$ cat src/rtl/led_blink_pkg.sv
// Shared types and elaboration-time helpers for the multi-channel LED blinker.
package led_blink_pkg;

    typedef enum logic [1:0] {
        MODE_OFF     = 2'd0,
        MODE_ON      = 2'd1,
        MODE_BLINK   = 2'd2,
        MODE_ONESHOT = 2'd3
    } mode_e;

    localparam int MODE_W = 2;

    // Counter width able to hold the largest terminal count, CLK_HZ itself.
    function automatic int cnt_w_f(input int unsigned clk_hz);
        return $clog2(clk_hz + 1);
    endfunction

    // Terminal count for a divider; only ever called with constant arguments
    // so the division is resolved at elaboration.
    function automatic int unsigned cnt_max_f(input int unsigned clk_hz,
                                              input int unsigned div,
                                              input int unsigned div_max);
        if (div == 0 || div > div_max)
            return clk_hz;
        return clk_hz / div;
    endfunction

endpackage

$ cat src/rtl/led_blink_multi_if.sv
// Configuration write port, sync strobe and LED/tick outputs of led_blink_multi.
interface led_blink_multi_if #(
    parameter int NCH   = 4,
    parameter int DIV_W = 5
);
    localparam int CH_W = (NCH > 1) ? $clog2(NCH) : 1;

    logic             wr_en_i;
    logic [CH_W-1:0]  wr_ch_i;
    logic [DIV_W-1:0] wr_div_i;
    logic [1:0]       wr_mode_i;
    logic             wr_dim_i;
    logic             sync_i;
    logic [NCH-1:0]   led_o;
    logic [NCH-1:0]   tick_o;

    modport master (
        output wr_en_i, wr_ch_i, wr_div_i, wr_mode_i, wr_dim_i, sync_i,
        input  led_o, tick_o
    );

    modport slave (
        input  wr_en_i, wr_ch_i, wr_div_i, wr_mode_i, wr_dim_i, sync_i,
        output led_o, tick_o
    );

endinterface

$ cat src/rtl/led_blink_chan.sv
// One LED channel: mode register, half-period counter, LED state and toggle tick.
module led_blink_chan
    import led_blink_pkg::*;
#(
    parameter int unsigned CLK_HZ = 100_000_000,
    parameter int          CNT_W  = 27
) (
    input  logic             clk100,
    input  logic             rst,
    input  logic             wr_i,
    input  mode_e            wr_mode_i,
    input  logic [CNT_W-1:0] wr_cnt_max_i,
    input  logic             sync_i,
    output logic             led_o,
    output logic             tick_o
);

    mode_e            mode_q;
    logic [CNT_W-1:0] cnt_q;
    logic [CNT_W-1:0] cnt_max_q;
    logic             led_q;
    logic             tick_q;

    // Priority: reset, then a write to this channel, then sync, then the mode itself.
    always_ff @(posedge clk100) begin
        if (rst) begin
            mode_q    <= MODE_OFF;
            cnt_q     <= '0;
            cnt_max_q <= CNT_W'(CLK_HZ);
            led_q     <= 1'b0;
            tick_q    <= 1'b0;
        end else begin
            tick_q <= 1'b0;
            if (wr_i) begin
                mode_q    <= wr_mode_i;
                cnt_max_q <= wr_cnt_max_i;
                cnt_q     <= '0;
                led_q     <= (wr_mode_i != MODE_OFF);
            end else if (sync_i && mode_q == MODE_BLINK) begin
                cnt_q <= '0;
                led_q <= 1'b1;
            end else begin
                unique case (mode_q)
                    MODE_OFF: begin
                        cnt_q <= '0;
                        led_q <= 1'b0;
                    end
                    MODE_ON: begin
                        cnt_q <= '0;
                        led_q <= 1'b1;
                    end
                    MODE_BLINK: begin
                        if (cnt_q == cnt_max_q) begin
                            cnt_q  <= '0;
                            led_q  <= ~led_q;
                            tick_q <= 1'b1;
                        end else begin
                            cnt_q <= cnt_q + 1'b1;
                        end
                    end
                    MODE_ONESHOT: begin
                        if (cnt_q == cnt_max_q) begin
                            cnt_q  <= '0;
                            led_q  <= 1'b0;
                            tick_q <= 1'b1;
                            mode_q <= MODE_OFF;
                        end else begin
                            cnt_q <= cnt_q + 1'b1;
                        end
                    end
                endcase
            end
        end
    end

    assign led_o  = led_q;
    assign tick_o = tick_q;

endmodule

$ cat src/rtl/led_blink_multi.sv
// Multi-channel LED blinker top: write decode, divider lookup, sync fan-out and
// the optional dimming prescaler enabled by defining LED_BLINK_DIM_EN.
module led_blink_multi
    import led_blink_pkg::*;
#(
    parameter int          NCH     = 4,
    parameter int unsigned CLK_HZ  = 100_000_000,
    parameter int          DIV_W   = 5,
    parameter int unsigned DIV_MAX = 20
) (
    input  logic             clk100,
    input  logic             rst,
    led_blink_multi_if.slave bus
);

    localparam int CNT_W = cnt_w_f(CLK_HZ);
    localparam int CH_W  = (NCH > 1) ? $clog2(NCH) : 1;
    localparam int NDIV  = 2 ** DIV_W;

    logic [CNT_W-1:0] cnt_tab [NDIV];
    logic [CNT_W-1:0] wr_cnt_max;
    logic             wr_ok;
    logic [NCH-1:0]   wr_hit;
    logic [NCH-1:0]   led_raw;
    logic [NCH-1:0]   led_drv;
    logic [NCH-1:0]   tick;

    // Every divider value maps to a constant terminal count; a write just indexes it.
    generate
        for (genvar gi = 0; gi < NDIV; gi++) begin : g_tab
            assign cnt_tab[gi] = CNT_W'(cnt_max_f(CLK_HZ, gi, DIV_MAX));
        end
    endgenerate

    assign wr_cnt_max = cnt_tab[bus.wr_div_i];
    assign wr_ok      = bus.wr_en_i && (int'(bus.wr_ch_i) < NCH);

    generate
        for (genvar gi = 0; gi < NCH; gi++) begin : g_chan
            assign wr_hit[gi] = wr_ok && (bus.wr_ch_i == CH_W'(gi));

            led_blink_chan #(
                .CLK_HZ (CLK_HZ),
                .CNT_W  (CNT_W)
            ) u_chan (
                .clk100       (clk100),
                .rst          (rst),
                .wr_i         (wr_hit[gi]),
                .wr_mode_i    (mode_e'(bus.wr_mode_i)),
                .wr_cnt_max_i (wr_cnt_max),
                .sync_i       (bus.sync_i),
                .led_o        (led_raw[gi]),
                .tick_o       (tick[gi])
            );
        end
    endgenerate

`ifdef LED_BLINK_DIM_EN
    logic [1:0]     pre_q;
    logic [NCH-1:0] dim_q;

    always_ff @(posedge clk100) begin
        if (rst)
            pre_q <= 2'd0;
        else
            pre_q <= pre_q + 2'd1;
    end

    // Dimmed channels pass their LED state only in one prescaler slot out of four.
    generate
        for (genvar gi = 0; gi < NCH; gi++) begin : g_dim
            always_ff @(posedge clk100) begin
                if (rst)
                    dim_q[gi] <= 1'b0;
                else if (wr_hit[gi])
                    dim_q[gi] <= bus.wr_dim_i;
            end
            assign led_drv[gi] = led_raw[gi] & (~dim_q[gi] | (pre_q == 2'd0));
        end
    endgenerate
`else
    logic unused_dim;
    assign unused_dim = bus.wr_dim_i;
    assign led_drv    = led_raw;
`endif

    assign bus.led_o  = led_drv;
    assign bus.tick_o = tick;

endmodule

$ cat src/flat_wrapper.sv
// flat-port wrapper written by rule: the top's interface ports become plain ports
module led_blink_multi_flat import led_blink_pkg::*;
#(
    parameter int          NCH     = 4,
    parameter int unsigned CLK_HZ  = 100_000_000,
    parameter int          DIV_W   = 5,
    parameter int unsigned DIV_MAX = 20
)
  (clk100, rst, bus_wr_en_i, bus_wr_ch_i, bus_wr_div_i, bus_wr_mode_i, bus_wr_dim_i, bus_sync_i, bus_led_o, bus_tick_o);
  led_blink_multi_if #(.NCH(NCH), .DIV_W(DIV_W)) bus_i ();
  input  logic clk100;
  input  logic rst;
  input wire logic [$bits(bus_i.wr_en_i)-1:0] bus_wr_en_i;
  input wire logic [$bits(bus_i.wr_ch_i)-1:0] bus_wr_ch_i;
  input wire logic [$bits(bus_i.wr_div_i)-1:0] bus_wr_div_i;
  input wire logic [$bits(bus_i.wr_mode_i)-1:0] bus_wr_mode_i;
  input wire logic [$bits(bus_i.wr_dim_i)-1:0] bus_wr_dim_i;
  input wire logic [$bits(bus_i.sync_i)-1:0] bus_sync_i;
  output wire logic [$bits(bus_i.led_o)-1:0] bus_led_o;
  output wire logic [$bits(bus_i.tick_o)-1:0] bus_tick_o;
  assign bus_i.wr_en_i = bus_wr_en_i;
  assign bus_i.wr_ch_i = bus_wr_ch_i;
  assign bus_i.wr_div_i = bus_wr_div_i;
  assign bus_i.wr_mode_i = bus_wr_mode_i;
  assign bus_i.wr_dim_i = bus_wr_dim_i;
  assign bus_i.sync_i = bus_sync_i;
  assign bus_led_o = bus_i.led_o;
  assign bus_tick_o = bus_i.tick_o;
  led_blink_multi #(.NCH(NCH), .CLK_HZ(CLK_HZ), .DIV_W(DIV_W), .DIV_MAX(DIV_MAX)) u_core (.clk100(clk100), .rst(rst), .bus(bus_i));
endmodule
$ cat config.mk
export PLATFORM = sky130hd
export DESIGN_NAME = led_blink_multi_flat
export DESIGN_NICKNAME = d
export VERILOG_FILES = /design/src/rtl/led_blink_pkg.sv /design/src/rtl/led_blink_multi_if.sv /design/src/rtl/led_blink_chan.sv /design/src/rtl/led_blink_multi.sv /design/src/flat_wrapper.sv
export SDC_FILE = /design/constraint.sdc
export NUM_CORES = 1
export LEC_CHECK = 0
export ABC_AREA = 1
export ABC_CLOCK_PERIOD_IN_PS = 3820
export CAP_MARGIN = 20
export CORE_MARGIN = 1.5
export CORE_UTILIZATION = 45
export CTS_BUF_LIST = sky130_fd_sc_hd__clkbuf_4 sky130_fd_sc_hd__clkbuf_8
export DETAILED_ROUTE_END_ITERATION = 12
export PLACE_DENSITY = 0.67
export SETUP_SLACK_MARGIN = 0.15
export SYNTH_ARGS = -nofsm -noshare
export SYNTH_HDL_FRONTEND = slang
export SYNTH_SLANG_ARGS = --single-unit
$ cat constraint.sdc
create_clock -name clk100 -period 3.82 [get_ports clk100]
set_clock_uncertainty 0.15 [all_clocks]
set_input_delay 0.573 -clock clk100 [delete_from_list [all_inputs] [get_ports clk100]]
set_output_delay 0.573 -clock clk100 [all_outputs]
set_load 0.02 [all_outputs]
* Word level (Yosys, flattened, before mapping)
Memory sizes are Yosys's and may differ from the RTL's.
Cells that the tools add are included.
** Storage, ports and cells
- Bits of input ports :: 14
- Memory bits (read-only) :: 864
- Bits in registers :: 232
- Memories kept :: 1
- Logic and storage cells :: 162
** Operators by class
- Eq/ne operators :: 31
- $add $sub $neg :: 4
- Reduce and logical (&&, ||, !) cells :: 46
- Order comparisons :: 1
- Muxes and demuxes :: 50
- Bitwise logic cells :: 9
** Memories
- (no name shown) :: depth 32, width 27, rd ports 1, clocked after Yosys merged registers in 0, wr ports 0, RTL line led_blink_multi.sv:35 : assign wr_cnt_max = cnt_tab[bus.wr_div_i];
** Operators by type and width (count)
- 27-bit one-hot mux with 2 select lines :: 4
- 27-bit 2-to-1 mux :: 6
- 27-bit by 1-bit adder with 27-bit output (second input constant) :: 4
- 27-bit equality test :: 4
- 2-bit 2-to-1 mux :: 16
- 2-bit equality test (second input constant) :: 10
- 1-bit 2-to-1 mux :: 20
- 2-bit nonzero test :: 9
- 4-bit by 2-bit inequality test with 1-bit output (second input constant) :: 4
- 4-bit inequality test (second input constant) :: 4
- 1-bit one-hot mux with 4 select lines :: 4
- 2-bit OR reduction :: 8
- 4-bit OR reduction :: 4
- 3-bit AND reduction :: 4
- 3-bit OR reduction :: 4
- 2-bit by 1-bit equality test with 1-bit output (second input constant) :: 5
- 2-bit logical NOT :: 5
- 1-bit logical AND :: 8
- 2-bit inequality test (second input constant) :: 4
- 1-bit inverter :: 8
- 2-bit AND reduction :: 4
- 6-bit >= comparator (second input constant) :: 1
- 5-bit inverter with 6-bit output :: 1

* Logic depth before layout (Yosys ltp)
Gate-level depths: netlist of the first run.
- Depth after elaboration :: 5
- Gate-level depth with buffers :: 12

* By module
Synthesis of the first run repeated with hierarchy kept, for this count alone.
** Second synthesis, totals
- Cell total of the unflattened synthesis :: 1700
- Area total of the unflattened synthesis :: 12132.9 µm²
** Modules (own cells, without submodules)
- led_blink_chan (u_core.g_chan[0].u_chan ...) :: times used 3, area an instance 2827.7 µm², cells an instance 386
- led_blink_chan (u_core.g_chan[3].u_chan) :: times used 1, area an instance 2834.0 µm², cells an instance 380
- led_blink_multi :: times used 1, area an instance 815.8 µm², cells an instance 162

* Worst setup path after synthesis of the first run
Ideal clock, no wire load.
- Path type :: input port to flip-flop
- From :: in bus_wr_div_i[1]
- To :: reg u_core.g_chan[3].u_chan.cnt_max_q[13]
- Stages :: 7
- Setup slack :: 1.789 ns
- Library setup time :: 0.127 ns
- Data required time :: 3.543 ns
- Data arrival time :: 1.754 ns
- Path through :: inv_1 > ha_1 > inv_1 > o211ai_1 > o21ai_0 > a21oi_1 > o21ai_0
** On the way
- Cells in the longest elaborated chain, start to end :: 4
** Ends and longest elaborated chain
- from (decl) :: RTL line flat_wrapper.sv:15 : input wire logic [$bits(bus_i.wr_div_i)-1:0] bus_wr_div_i;
- 5-bit inverter with 6-bit output (not written as such) :: RTL line led_blink_multi.sv:35
- memory 32 x 27 bit
- 27-bit 2-to-1 mux (not written as such) (2 in series) :: RTL line led_blink_multi.sv:35
- to (signal assigned) :: RTL line led_blink_chan.sv:29 : cnt_max_q <= CNT_W'(CLK_HZ);
- to (signal assigned) :: RTL line led_blink_chan.sv:36 : cnt_max_q <= wr_cnt_max_i;
- to (decl) :: RTL line led_blink_chan.sv:20 : logic [CNT_W-1:0] cnt_max_q;
No other way between the ends. The select of a mux whose other input is x is not followed.
A chain may end at the register's enable or synchronous reset.

* Worst setup path after layout of the first run
- From :: in bus_wr_ch_i[1]
- To :: reg u_core.g_chan[2].u_chan.cnt_max_q[25]
** On the way
- Cells in the longest elaborated chain, start to end :: 2
** Ends and longest elaborated chain
- from (decl) :: RTL line flat_wrapper.sv:14 : input wire logic [$bits(bus_i.wr_ch_i)-1:0] bus_wr_ch_i;
- 2-bit equality test :: RTL line led_blink_multi.sv:40 : assign wr_hit[gi] = wr_ok && (bus.wr_ch_i == CH_W'(gi));
- 1-bit logical AND :: RTL line led_blink_multi.sv:40
- to (signal assigned) :: RTL line led_blink_chan.sv:29
- to (signal assigned) :: RTL line led_blink_chan.sv:36
- to (decl) :: RTL line led_blink_chan.sv:20
No other way between the ends.

==> results_dict.tcl, run 1 <==
set metrics [dict create \
    syn_inst 1757 \
    routed_wl_mm 31.6 \
    clk_latency_ps 550 \
    path_max_fanout 30 \
    synth_area_leaders "dfxtp_1 (38%), nand2_1 (12%), nor2_1 (7.5%)" \
    status "completed" \
    area_growth_pct 11.5 \
    min_period_over_period_pct 68.1 \
    via_per_inst 5.08 \
    cts_buffer_depth 3 \
    p_leak_nw 5.36 \
    ant_nets 0 \
    yosysTopAreaCell "dfxtp_1" \
    r2r-start "u_core.g_chan[3].u_chan.mode_q[0]" \
    num_io_pins 22 \
    initial_core_util_pct 46.2 \
    crit_type "primary input to register" \
    fmax_mhz 384 \
    cp_data_arrival_time_ps 2860 \
    drtPass1Iterations 5 \
    rows 59 \
    synth_area_per_cell_um2 6.89 \
    cts_sinks 232 \
    holdPathEnd "u_core.g_chan[2].u_chan.mode_q[1]" \
    ctsHtreeMaxLevel 2 \
    cpMaxStageDelayCell "clkdlybuf4s50_1" \
    die_h_um 167 \
    path_cells "clkdlybuf4s50_1 > inv_1 > nor3_4 > buf_4 > inv_1 > o21ai_0 > a21oi_1" \
    start_kind "primary input" \
    synth-main-ff-cell "dfxtp_1" \
    r2r_slack_ps 1550 \
    dp_hpwl_mm 22.7 \
    grt_use_total_pct 23.1 \
    cts-hold-fix-buffers 0 \
    critPathTopFamily "buffers and inverters" \
    r2r_end "u_core.g_chan[3].u_chan.cnt_q[23]" \
    yosysWarnings 0 \
    synth_edf_count 0 \
    synth_seq_area_share_pct 38.3 \
    cts_tree "built" \
    setup_viol 0 \
    required_ps 4070 \
    synth_cell_types 45 \
    routedWlPerCell_um 14.7 \
    cpMostUsedCell "inv_1" \
    synth_seq_cells 232 \
    die_x_um 167 \
    grt_antenna_before_repair 0 \
    grt_pass1_wl_mm 52.1 \
    hold_violations 0 \
    place_congestion 0.949 \
    ctsRootBufferMaster "clkbuf_8" \
    drv_slew 0 \
    fin_crit_ps 2600 \
    globalRoute.totalOverflow 0 \
    rsz0062_at_grt "no" \
    cts_buffers 42 \
    cts-resized-gates 0 \
    nets 1824 \
    synth_top_area_share_pct 38.3 \
    setup-tns-final_ps 0 \
    ys_top_cells_by_count "nand2_1 (402), nor2_1 (241), dfxtp_1 (232), inv_1 (216), a21oi_1 (129)" \
    clk_pin_slew_worst_paths_ps 60 \
    worstHoldStart "rst" \
    whs_path_depth 2 \
    slew_headroom_pct 38.9 \
    post-cts-setup-buffer-count 0 \
    min_path_type "primary input to register" \
    fin_hold_ws_ps 193 \
    grt_pass1_vias 10322 \
    drc_errors 0 \
    path_buf_inv 4 \
    io_buffers 20 \
    max_cap_violations 0 \
    tightest_slew_ps 917 \
    syn_nets 1794 \
    rr_worst_depth 7 \
    final_layout_size_suffix_gt1_share_pct 7.56 \
    synth_area_um2 12100 \
    end_kind "register" \
    grt_max_degree 82 \
    powerDensity_nw_per_um2 394 \
    synthArstFlopShare_pct 0 \
    drt_iter0_drc 805 \
    peakVddDrop_v 0.000235 \
    die_area_um2 27900 \
    core_area_um2 26200 \
    yosysMostFrequentCell "nand2_1" \
    max_stage_delay_ps 690 \
    num_vias 10912 \
]
## routing by layer
| metal | global-route usage [%] | part of all wire (%) | wire (µm) |
|---|---|---|---|
| met1 | 31.5 | 47 | 14800 |
| met2 | 37.1 | 45 | 14300 |
| met3 | 4.13 | 5.6 | 1770 |
| met4 | 7.51 | 2.5 | 803 |
| met5 | 0 | 0 | 0 |
## kinds of logic after synthesis
family / after synthesis / share of synthesized area [%]
and+or+nand+nor: 834 / 29.7
buffers and inverters: 280 / 9.06
AOI/OAI and AO/OA: 265 / 11.6
DFF: 232 / 38.3
xor gates and xnor gates: 123 / 8.89
adders and majority gates: 23 / 2.38
## power by group
group	switching, mW	internal (mW)
Sequential	0.0445	2.49
Clock	1.01	1.35
Combinational	0.283	0.151
Total	1.34	3.99
## area by class of cell
class / instances / area (µm²)
antenna: 1 / 2.50
clock buffer: 66 / 821
clock inverter: 3 / 15.0
fill: 2552 / 12700
inverter: 218 / 818
multi-input combinational: 1245 / 6380
sequential: 232 / 4640
tap: 335 / 419
timing repair buffer: 48 / 408
## worst max path at each step
| stage | to | from | slack [ps] | cells after the start |
|---|---|---|---|---|
| global placement | u_core.g_chan[1].u_chan.cnt_max_q[0] | bus_wr_div_i[2] | 750 | 9 |
| detailed placement | u_core.g_chan[2].u_chan.cnt_max_q[25] | bus_wr_ch_i[1] | 710 | 7 |
| floorplan | u_core.g_chan[3].u_chan.cnt_max_q[13] | bus_wr_div_i[1] | 1790 | 7 |
| global route | u_core.g_chan[2].u_chan.cnt_max_q[25] | bus_wr_ch_i[1] | 1070 | 7 |
| finish | u_core.g_chan[2].u_chan.cnt_max_q[25] | bus_wr_ch_i[1] | 1220 | 7 |
| CTS | u_core.g_chan[2].u_chan.cnt_max_q[25] | bus_wr_ch_i[1] | 1300 | 7 |
## cell usage in the layout (no fill, tap or decap), types with 2 or more instances in the layout
cell type        netlist  layout
a21o_1                 2       2
a21oi_1              129     129
a22oi_1                3       3
a31oi_1                3       3
buf_4                  8      29
clkbuf_4               0      14
clkbuf_8               0      52
clkdlybuf4s50_1        0      19
clkinv_2               0       3
dfxtp_1              232     232
ha_1                  23      23
inv_1                216     216
nand2_1              402     402
nand2_2                3       3
nand3_1               55      55
nand3_2                3       3
nand3b_1               2       2
nand4_1               31      31
nor2_1               241     241
nor2_2                 6       6
nor2_4                 4       4
nor3_1                39      39
nor3_2                 4       2
nor3_4                 2       4
nor3b_1               14      14
nor4_1                 9       9
o211ai_1               8       8
o21ai_0              102     102
o21bai_1              10      10
o221ai_1               2       2
o22ai_1                3       3
or2_2                 13      13
xnor2_1               88      88
xor2_1                35      35
## state kept, by name, indices dropped and copies added (netlist names)
name,count
u_core.g_chan.u_chan.led_o,4
u_core.g_chan.u_chan.tick_o,4
u_core.g_chan.u_chan.cnt_q,108
u_core.g_chan.u_chan.mode_q,8
u_core.g_chan.u_chan.cnt_max_q,108
## through the flow
step | power, mW | std cells | utilization [%] | setup WS, ps | cell area, µm²
6_report | 5.32 | 2148 | 51.6 | 1220 | 13500
5_1_grt | 5.54 | 2147 | 51.5 | 1070 | 13500
4_1_cts | 5.38 | 2147 | 51.5 | 1300 | 13500
3_5_place_dp | 3.01 | 2078 | 48.4 | 708 | 12700
3_3_place_gp | 3.00 | 2078 | 48.4 | 753 | 12700
2_1_floorplan | 2.85 | 1757 | - | 1790 | 12100
(Power assumes the default switching activity.)
==> run 2: changes to the inputs <==
--- a/config.mk
+++ b/config.mk
@@ -6,13 +6,13 @@
 export NUM_CORES = 1
 export LEC_CHECK = 0
 export ABC_AREA = 1
-export ABC_CLOCK_PERIOD_IN_PS = 3820
+export ABC_CLOCK_PERIOD_IN_PS = 2250
 export CAP_MARGIN = 20
 export CORE_MARGIN = 1.5
 export CORE_UTILIZATION = 45
 export CTS_BUF_LIST = sky130_fd_sc_hd__clkbuf_4 sky130_fd_sc_hd__clkbuf_8
 export DETAILED_ROUTE_END_ITERATION = 12
-export PLACE_DENSITY = 0.67
+export PLACE_DENSITY = 0.69
 export SETUP_SLACK_MARGIN = 0.15
 export SYNTH_ARGS = -nofsm -noshare
 export SYNTH_HDL_FRONTEND = slang
==> constraint.sdc (replaced) <==
create_clock -name clk100 -period 2.25 [get_ports clk100]
set_clock_uncertainty 0.15 [all_clocks]
set_input_delay 0.3375 -clock clk100 [delete_from_list [all_inputs] [get_ports clk100]]
set_output_delay 0.3375 -clock clk100 [all_outputs]
set_load 0.02 [all_outputs]
==> run 2 against run 1 <==
Against the previous run:
- register-to-register slack worse by 1200 ps
- design area is 6.2% higher
- sequential share of layout area is 2.0 points lower
- clock power up 73%
- critical path type is now register to output port
==> results_dict.tcl, run 2 (synthesis gave the netlist of run 1 again) <==
set metrics [dict create \
    status "completed" \
    core_area_um2 26200 \
    drt_iter0_drc 757 \
    nets 1907 \
    path_max_fanout 2 \
    globalRoute.totalOverflow 0 \
    fmax_mhz 495 \
    critPathTopFamily "buffers and inverters" \
    cpMaxStageDelayCell "clkdlybuf4s50_1" \
    start_kind "register" \
    die_x_um 167 \
    cts_tree "built" \
    cp_data_arrival_time_ps 1530 \
    routedWlPerCell_um 14.8 \
    max_stage_delay_ps 610 \
    powerDensity_nw_per_um2 645 \
    io_buffers 20 \
    fin_crit_ps 2020 \
    worstSetupPathDepth 1 \
    path_cells "clkdlybuf4s50_1" \
    crit_type "register to output port" \
    grt_pass1_vias 10817 \
    die_area_um2 27900 \
    whs_path_depth 3 \
    slew_headroom_pct 51.8 \
    final_layout_size_suffix_gt1_share_pct 12.6 \
    p_leak_nw 5.88 \
    die_h_um 167 \
    setup_viol 0 \
    dp_hpwl_mm 24.1 \
    cts_buffers 41 \
    rsz0062_at_grt "yes" \
    routed_wl_mm 33.0 \
    rr_worst_depth 10 \
    peakVddDrop_v 0.000306 \
    num_vias 11285 \
    clk_pin_slew_worst_paths_ps 60 \
    final_cell_mix "nand2_1 (401), nor2_1 (238), dfxtp_1 (227), inv_1 (216), a21oi_1 (129)" \
    initial_core_util_pct 46.2 \
    max_cap_violations 0 \
    grt_antenna_before_repair 1 \
    area_growth_pct 18.5 \
    stdcell_area_um2 14400 \
    top_regs "u_core.g_chan.u_chan.cnt_max_q: 108 flops, u_core.g_chan.u_chan.cnt_q: 108 flops, u_core.g_chan.u_chan.mode_q: 8 flops" \
    dp.cells 2159 \
    stdcell_count 2236 \
    grt_use_total_pct 24.0 \
    path_buf_inv 1 \
    grt_max_degree 99 \
    dpl-instance-area_um2 13400 \
    required_ps 1760 \
    place_congestion 0.905 \
    grt_pass1_wl_mm 53.7 \
    final_common_cell "nand2_1" \
    ctsHtreeMaxLevel 2 \
    via_per_inst 5.05 \
    cts-hold-fix-buffers 0 \
    cts_buffer_depth 3 \
    min_period_over_period_pct 89.7 \
    drv_slew 0 \
    drc_errors 0 \
    hold_violations 0 \
    tightest_slew_ps 722 \
    num_io_pins 22 \
    end_kind "output port" \
    cts_sinks 232 \
    min_path_type "primary input to register" \
    ant_nets 0 \
    ctsRootBufferMaster "clkbuf_8" \
    drtPass1Iterations 5 \
    rows 59 \
    clk_latency_ps 550 \
]
run 2: final cells by class:
cell class | count | area (µm²)
well taps | 335 | 419
inverters | 218 | 818
diodes | 1 | 2.50
fillers | 2542 | 11900
repair buffers | 132 | 1150
flip-flops and latches | 232 | 4650
multi-input cells | 1245 | 6440
clock buffers | 63 | 786
clock inverters | 10 | 77.6
run 2: power breakdown:
group / total [mW] / switching [mW] / leakage [nW] / internal (mW)
registers: 4.30 / 0.0791 / 1.89 / 4.22
logic: 0.866 / 0.511 / 3.53 / 0.355
clock network: 4.09 / 1.75 / 0.465 / 2.34
total: 9.25 / 2.34 / 5.88 / 6.91
run 2: per-stage QoR:
stage / util [%] / power [mW] / setup WS [ps] / TNS, ps / hold slack [ps]
final: 54.8 / 9.25 / 232 / 0 / 196
after global routing: 54.8 / 9.61 / 123 / 0 / 221
after CTS: 54.3 / 9.33 / 152 / 0 / 188
after detailed placement: 51.1 / 5.24 / -219 / -8410 / 314
after global placement: 51.1 / 5.23 / -197 / -5620 / 307
after floorplan: - / 4.83 / 454 / 0 / 291
run 2: worst paths after layout:
check / slack [ps] / startpoint / to
worst min-delay path: 200 / rst / u_core.g_chan[1].u_chan.cnt_max_q[25]
worst min register to register: 300 / u_core.g_chan[1].u_chan.cnt_q[0] / u_core.g_chan[1].u_chan.cnt_q[0]
worst max-delay path: 230 / u_core.g_chan[1].u_chan.led_o / bus_led_o[1]
worst max register to register: 330 / u_core.g_chan[2].u_chan.mode_q[0] / u_core.g_chan[2].u_chan.cnt_q[23]
run 2: repair_timing:
| action | 4_1_cts | 5_1_grt |
|---|---|---|
| buffers inserted | 0 | 2 |
| gates resized for setup | 0 | 21 |
| endpoints found under the setup margin | 0 | 26 |
run 2: per-layer routing:
layer	up-vias	track usage (%)	wire (µm)
met5	-	0	0
met3	84	2.80	1610
li1	5797	-	-
met2	271	40.6	15500
met4	0	10.8	1190
met1	5133	30.6	14700
